**src/rtl/inert_spi_seq.sv**
```systemverilog
`timescale 1ns/1ps
// SPI inertial-sensor sequencer: power-up settle, four init writes, then an
// INT-triggered four-byte read of pitch rate and Z acceleration.
module inert_spi_seq #(
  parameter logic [15:0] INIT_CYCLES = 16'hFFFF
) (
  input  logic        clk,
  input  logic        rst_n,
  input  logic        INT,
  input  logic        done,
  input  logic [15:0] rd_data,
  output logic        wrt,
  output logic [15:0] cmd,
  output logic        vld,
  output logic [15:0] ptch_rt,
  output logic [15:0] AZ
);
  // state    | meaning
  // WAIT_PWR | settle counter running, no SPI traffic
  // INIT1..4 | init write n in flight, waiting for done
  // IDLE     | waiting for synchronized INT
  // RD_PL/PH | reading pitch-rate low / high byte
  // RD_AL/AH | reading Z-accel low / high byte
  // DONE     | sample complete, vld high
  typedef enum logic [3:0] {
    WAIT_PWR, INIT1, INIT2, INIT3, INIT4, IDLE,
    RD_PL, RD_PH, RD_AL, RD_AH, DONE
  } state_t;

  state_t      state_q, state_d;
  logic [15:0] cnt_q, cnt_d;
  logic [15:0] cmd_q, cmd_d;
  logic        wrt_q, wrt_d;
  logic        vld_q, vld_d;
  logic        int_ff1_q, int_ff1_d;
  logic        int_ff2_q, int_ff2_d;
  logic [7:0]  ptch_lo_q, ptch_lo_d, ptch_hi_q, ptch_hi_d;
  logic [7:0]  az_lo_q, az_lo_d, az_hi_q, az_hi_d;
  logic        cnt_tc;
  logic        unused_rd_hi;

  assign cnt_tc       = (cnt_q == INIT_CYCLES);
  assign unused_rd_hi = ^rd_data[15:8];

  always_ff @(posedge clk) begin
    if (!rst_n) state_q <= WAIT_PWR;
    else        state_q <= state_d;
  end

  always_comb begin
    state_d = state_q;
    case (state_q)
      WAIT_PWR: if (cnt_tc) state_d = INIT1;
      INIT1:    if (done) state_d = INIT2;
      INIT2:    if (done) state_d = INIT3;
      INIT3:    if (done) state_d = INIT4;
      INIT4:    if (done) state_d = IDLE;
      IDLE:     if (int_ff2_q) state_d = RD_PL;
      RD_PL:    if (done) state_d = RD_PH;
      RD_PH:    if (done) state_d = RD_AL;
      RD_AL:    if (done) state_d = RD_AH;
      RD_AH:    if (done) state_d = DONE;
      DONE:     state_d = IDLE;
      default:  state_d = WAIT_PWR;
    endcase
  end

  // Strobes and the command are computed one cycle ahead and registered.
  always_comb begin
    cnt_d     = cnt_q;
    wrt_d     = 1'b0;
    cmd_d     = cmd_q;
    vld_d     = 1'b0;
    int_ff1_d = INT;
    int_ff2_d = int_ff1_q;
    ptch_lo_d = ptch_lo_q;
    ptch_hi_d = ptch_hi_q;
    az_lo_d   = az_lo_q;
    az_hi_d   = az_hi_q;
    case (state_q)
      WAIT_PWR: begin
        cnt_d = cnt_q + 16'd1;
        if (cnt_tc) begin
          wrt_d = 1'b1;
          cmd_d = 16'h0D02;
        end
      end
      INIT1: if (done) begin wrt_d = 1'b1; cmd_d = 16'h1053; end
      INIT2: if (done) begin wrt_d = 1'b1; cmd_d = 16'h1150; end
      INIT3: if (done) begin wrt_d = 1'b1; cmd_d = 16'h1460; end
      IDLE:  if (int_ff2_q) begin wrt_d = 1'b1; cmd_d = 16'hA200; end
      RD_PL: if (done) begin
        ptch_lo_d = rd_data[7:0];
        wrt_d     = 1'b1;
        cmd_d     = 16'hA300;
      end
      RD_PH: if (done) begin
        ptch_hi_d = rd_data[7:0];
        wrt_d     = 1'b1;
        cmd_d     = 16'hAC00;
      end
      RD_AL: if (done) begin
        az_lo_d = rd_data[7:0];
        wrt_d   = 1'b1;
        cmd_d   = 16'hAD00;
      end
      RD_AH: if (done) begin
        az_hi_d = rd_data[7:0];
        vld_d   = 1'b1;
      end
      default: ;
    endcase
  end

  always_ff @(posedge clk) begin
    if (!rst_n) begin
      cnt_q     <= 16'h0000;
      cmd_q     <= 16'h0000;
      wrt_q     <= 1'b0;
      vld_q     <= 1'b0;
      int_ff1_q <= 1'b0;
      int_ff2_q <= 1'b0;
      ptch_lo_q <= 8'h00;
      ptch_hi_q <= 8'h00;
      az_lo_q   <= 8'h00;
      az_hi_q   <= 8'h00;
    end else begin
      cnt_q     <= cnt_d;
      cmd_q     <= cmd_d;
      wrt_q     <= wrt_d;
      vld_q     <= vld_d;
      int_ff1_q <= int_ff1_d;
      int_ff2_q <= int_ff2_d;
      ptch_lo_q <= ptch_lo_d;
      ptch_hi_q <= ptch_hi_d;
      az_lo_q   <= az_lo_d;
      az_hi_q   <= az_hi_d;
    end
  end

  assign wrt     = wrt_q;
  assign cmd     = cmd_q;
  assign vld     = vld_q;
  assign ptch_rt = {ptch_hi_q, ptch_lo_q};
  assign AZ      = {az_hi_q, az_lo_q};

endmodule
```
**config.mk**
```make
export PLATFORM = sky130hd
export DESIGN_NAME = inert_spi_seq
export DESIGN_NICKNAME = d
export VERILOG_FILES = /design/src/rtl/inert_spi_seq.sv
export SDC_FILE = /design/constraint.sdc
export NUM_CORES = 1
export LEC_CHECK = 0
export BUFFER_PORTS_ARGS = -buffer_cell sky130_fd_sc_hd__buf_2
export CAP_MARGIN = 30
export CORE_MARGIN = 8
export CORE_UTILIZATION = 48
export DETAILED_ROUTE_END_ITERATION = 8
export PLACE_DENSITY = 0.75
export SYNTH_ARGS = -nofsm -noshare
export SYNTH_HDL_FRONTEND = slang
export SYNTH_SLANG_ARGS = --single-unit
```
**constraint.sdc**
```tcl
create_clock -name clk -period 2.4 [get_ports clk]
set_clock_uncertainty 0.2 [all_clocks]
set_input_delay 0.36 -clock clk [delete_from_list [all_inputs] [get_ports clk]]
set_output_delay 0.36 -clock clk [all_outputs]
set_load 0.02 [all_outputs]
```
# Word level (Yosys, flattened, before mapping)
# Cells that the tools add are included.
# totals
mem_bits_rw	0
inputBits	20
n_memories	0
out_inout_bits	50
mem_bits_ro	0
word_cells	67
regBits	72
latchBits	0
# classes
n_mul	0
shifts	0
mux	24
add_sub_neg	1
reduce_logical	10
n_bitwise	0
n_lt_le_gt_ge	0
n_div	0
eq_ne	21
# ops
operator	n
16-bit two-way mux	8
16-bit case mux with 8 select lines	1
4-bit case mux with 11 select lines	1
4-bit two-way mux	10
2-bit != test (second input constant)	10
16-bit by 1-bit adder with 16-bit output (second input constant)	1
16-bit equality test (second input constant)	1
4-bit by 3-bit equality test with 1-bit output (second input constant)	4
4-bit equality test (second input constant)	3
10-bit AND reduction	1
2-bit AND reduction	5
9-bit AND reduction	1
4-bit by 2-bit equality test with 1-bit output (second input constant)	2
8-bit nonzero test	1
6-bit OR reduction	1
4-bit by 1-bit equality test with 1-bit output (second input constant)	1
4-bit zero test	1
1-bit two-way mux	3
1-bit case mux with 3 select lines	1

# Longest topological paths before layout
# logic_depth
ltp_word	3
ltp_mapped	8
ltp_nobuf	6

# Worst setup path after synthesis
# Ideal clock, no wire load.
# synth_path
kind	register to register
startpoint	register state_q[3]
endpoint	register cnt_q[15]
setup_time_ns	0.115
path_buffers	3
path_stages_with_launch	9
t_required_ns	2.085
period_less_slack_ns	2.437
arrival_ns	2.122
path_slack_ns	-0.037
cell_sequence	dfxtp_1 -> buf_6 -> or4_4 -> buf_6 -> or4_4 -> buf_6 -> nor3_1 -> xor2_1 -> and2_1
# synth_between
elab_chain_len	1
# synth_rtl
element	line	rtl
start: declaration	30	state_t state_q, state_d;
start signal: assignment	47	else state_q <= state_d;
4-bit zero test	80	case (state_q)
end signal: assignment	128	cnt_q <= cnt_d;
end: declaration	31	logic [15:0] cnt_q, cnt_d;
# Every way passes these cells.
# A chain may end at the register's enable or synchronous reset.

# Worst setup path in the final report
# layout_path
startpoint	register state_q[0]
endpoint	register cnt_q[13]
# Same word-level chain as after synthesis.

==> qor.yml <==
outcome:
  outcome: "finished clean"
route:
  viasPerCell: 5.10
  routedWlPerCell_um: 13.6
  drt_iter0_drc: 129
  wirelength_um: 6090
  ant_nets: 0
  drtPass1Iterations: 4
  drc_errors: 0
  vias: 2290
place:
  hpwl_um: 4230
  place_congestion: 0.739
  portBuffers: 57
  placedCellCount: 433
sta:
  max_slew_margin_pct: 58.5
  fin_tns_setup_ps: 0
  finalCritPeriodShare_pct: 94.2
  drv_slew: 0
  tightest_slew_ps: 620
  clock.fmax_mhz: 442
  rsz0062_at_grt: "false"
  finalSetupViolCount: 0
  hold_viol: 0
  fin_crit_ps: 2260
setup_path:
  critical_path.max_stage_delay_ps: 590
  path_class: "register to register"
  path_max_fanout: 8
  timing.rr.start: "state_q[0]"
  cp.arrival_ps: 2300
  cp_data_required_time_ps: 2440
  startpoint: "state_q[0]"
  cp_slowest_cell: "or4_4"
  path_delay_family: "simple AND/OR/NAND/NOR gates"
  cp-end-kind: "register"
  path_common_cell: "or4_4"
  start_kind: "register"
  cp_cell_sequence: "or4_4 -> or4_4 -> nor3_1 -> xor2_1 -> and2_1"
  r2r_slack_ps: 140
  cp_num_buf_inv: 0
finish:
  final_cell_mix: "dfxtp_1, buf_2, mux2i_1, nor2b_1, nand2_1"
  synthToLayoutAreaGrowth_pct: 18.1
  utilization_pct: 58.8
  layout-drive-gt1-share_pct: 24.1
  num-nets-final: 390
  final_common_cell: "dfxtp_1"
  fin_cells: 449
  antenna_cells: 0
global_route:
  grt_max_degree: 29
  antenna_found_initial: 0
  grt_pass1_vias: 2289
  grt_usage_pct: 14.4
  grt_pass1_wl_um: 10400
  grt_overflow: 0
synth:
  synth_xor_area_share_pct: 4.43
  async_flop_share_pct: 0
  netlist_instances: 315
  synth_fa_ha_area_share_pct: 0.422
  yosysSeqAreaShare_pct: 44.5
  synth_edf_count: 0
  synth.mux.area_fraction_pct: 14.2
  ys.flop_type: "dfxtp_1"
  synth_area_mm2: 0.00297
  synth_top_family_by_area: "simple AND/OR/NAND/NOR gates"
  synth_compound_area_share_pct: 4.97
  yosysWarnings: 0
  synth_seq_cells: 66
  synthSimpleGateAreaFrac_pct: 25.8
  avgSynthCellArea_um2: 9.42
  synth.distinct_cells: 37
floorplan:
  die-area_mm2: 0.00895
  design.core.area_mm2: 0.00596
  std_cell_rows: 28
  chipHeight_um: 94.6
  num_io_pins: 70
  start_util_pct: 49.8
  die_x_um: 94.6
clocking:
  clk_pin_slew_ps: 70
  cts_root_buffer: "clkbuf_8"
  cts_hold_buf: 0
  post_cts_resized: 0
  cts_buffers: 9
  htree_levels: 3
  cts_tree: "built"
  clk_path_buf_depth: 2
  clock-sinks: 66
  cts_setup_buffers: 0
  clkLatencyLatePin_ps: 340
pwr:
  p_leak_nw: 1.51
  p_per_area_mw_per_mm2: 600
  power_mw: 2.10
  vdd_drop_max_v: 0.000446
hold_path:
  hold_path.class: "input port to register"
  hp-start: "INT"
run:
  maxCapViolCount: 0
## state kept, by name, summed over array words and instances (netlist names)
| name | flops |
|---|---|
| cmd | 10 |
| state_q | 4 |
| ptch_lo_q | 8 |
| vld | 1 |
| cnt_q | 16 |
| az_hi_q | 8 |
| az_lo_q | 8 |
| ptch_hi_q | 8 |
| int_ff2_q | 1 |
| int_ff1_q | 1 |
| wrt | 1 |
## kinds of logic (layout without fill, tap and decap cells)
| group | Yosys count | after routing |
|---|---|---|
| flops | 66 | 66 |
| fa+ha+maj | 1 | 1 |
| compound gates | 24 | 24 |
| xor+xnor | 15 | 15 |
| simple gates | 135 | 135 |
| other cells | 1 | 4 |
| mux | 42 | 42 |
| buf+inv | 31 | 87 |
## stage by stage
step	hold slack (ps)	setup slack [ps]	instance area (um2)
after floorplan	212	50.1	2980
after global placement	241	130	3290
after detailed placement	248	71.1	3290
after CTS	7.45	63.9	3500
after global routing	13.1	26.6	3500
final	22.6	139	3500
## synth_stat cells (2+ instances only)
cell       n  area [um2]
nor3_1     9        45.0
buf_4      7        52.6
and2_1    15        93.8
nor4_1     2        12.5
nand2_1   26        97.6
dfxtp_1   66        1320
a21boi_0   3        22.5
buf_6      3        33.8
nor2_1    10        37.5
nand4_1    5        31.3
or4_4      2        22.5
buf_1      2        7.51
o21ai_0   13        65.1
a21boi_1   2        15.0
xor2_1     8        70.1
inv_1      3        11.3
a21oi_1    2        10.0
xnor2_1    7        61.3
or3_1      5        31.3
nand4b_1   2        17.5
nor2b_1   39         244
nand2b_1   3        18.8
clkbuf_1  16        60.1
mux2i_1   42         420
nor3b_1    4        30.0
nand3_1    8        40.0
## report_power, final
group / switching (mW) / total, mW / internal [mW] / leakage [nW]
Combinational: 0.0374 / 0.0646 / 0.0272 / 0.871
Sequential: 0.00506 / 1.11 / 1.10 / 0.532
Clock: 0.425 / 0.934 / 0.509 / 0.106
Total: 0.468 / 2.10 / 1.64 / 1.51
## cell type report
type                    instances  area, um2
fillers                       537       2450
multi-input cells             221       1510
flip-flops and latches         66       1320
repair buffers                 68        368
clock buffers                  10        138
well taps                      75       93.8
clock inverters                 6       66.3
inverters                       3       11.3
## path summary, 6_finish.rpt
check,to,cells past startpoint
max,cnt_q[13],5
max reg2reg,cnt_q[13],5
min reg2reg,cmd[8],2
min,int_ff1_q,2
## per-layer routing
metal	routed length, um	up-vias	global-route usage (%)
met5	0	-	0
met4	101	0	5.85
met3	641	11	8.02
met2	2700	70	21.8
met1	2650	1049	16.5
li1	-	1160	-
No activity file was read; power rests on OpenSTA's default activity.
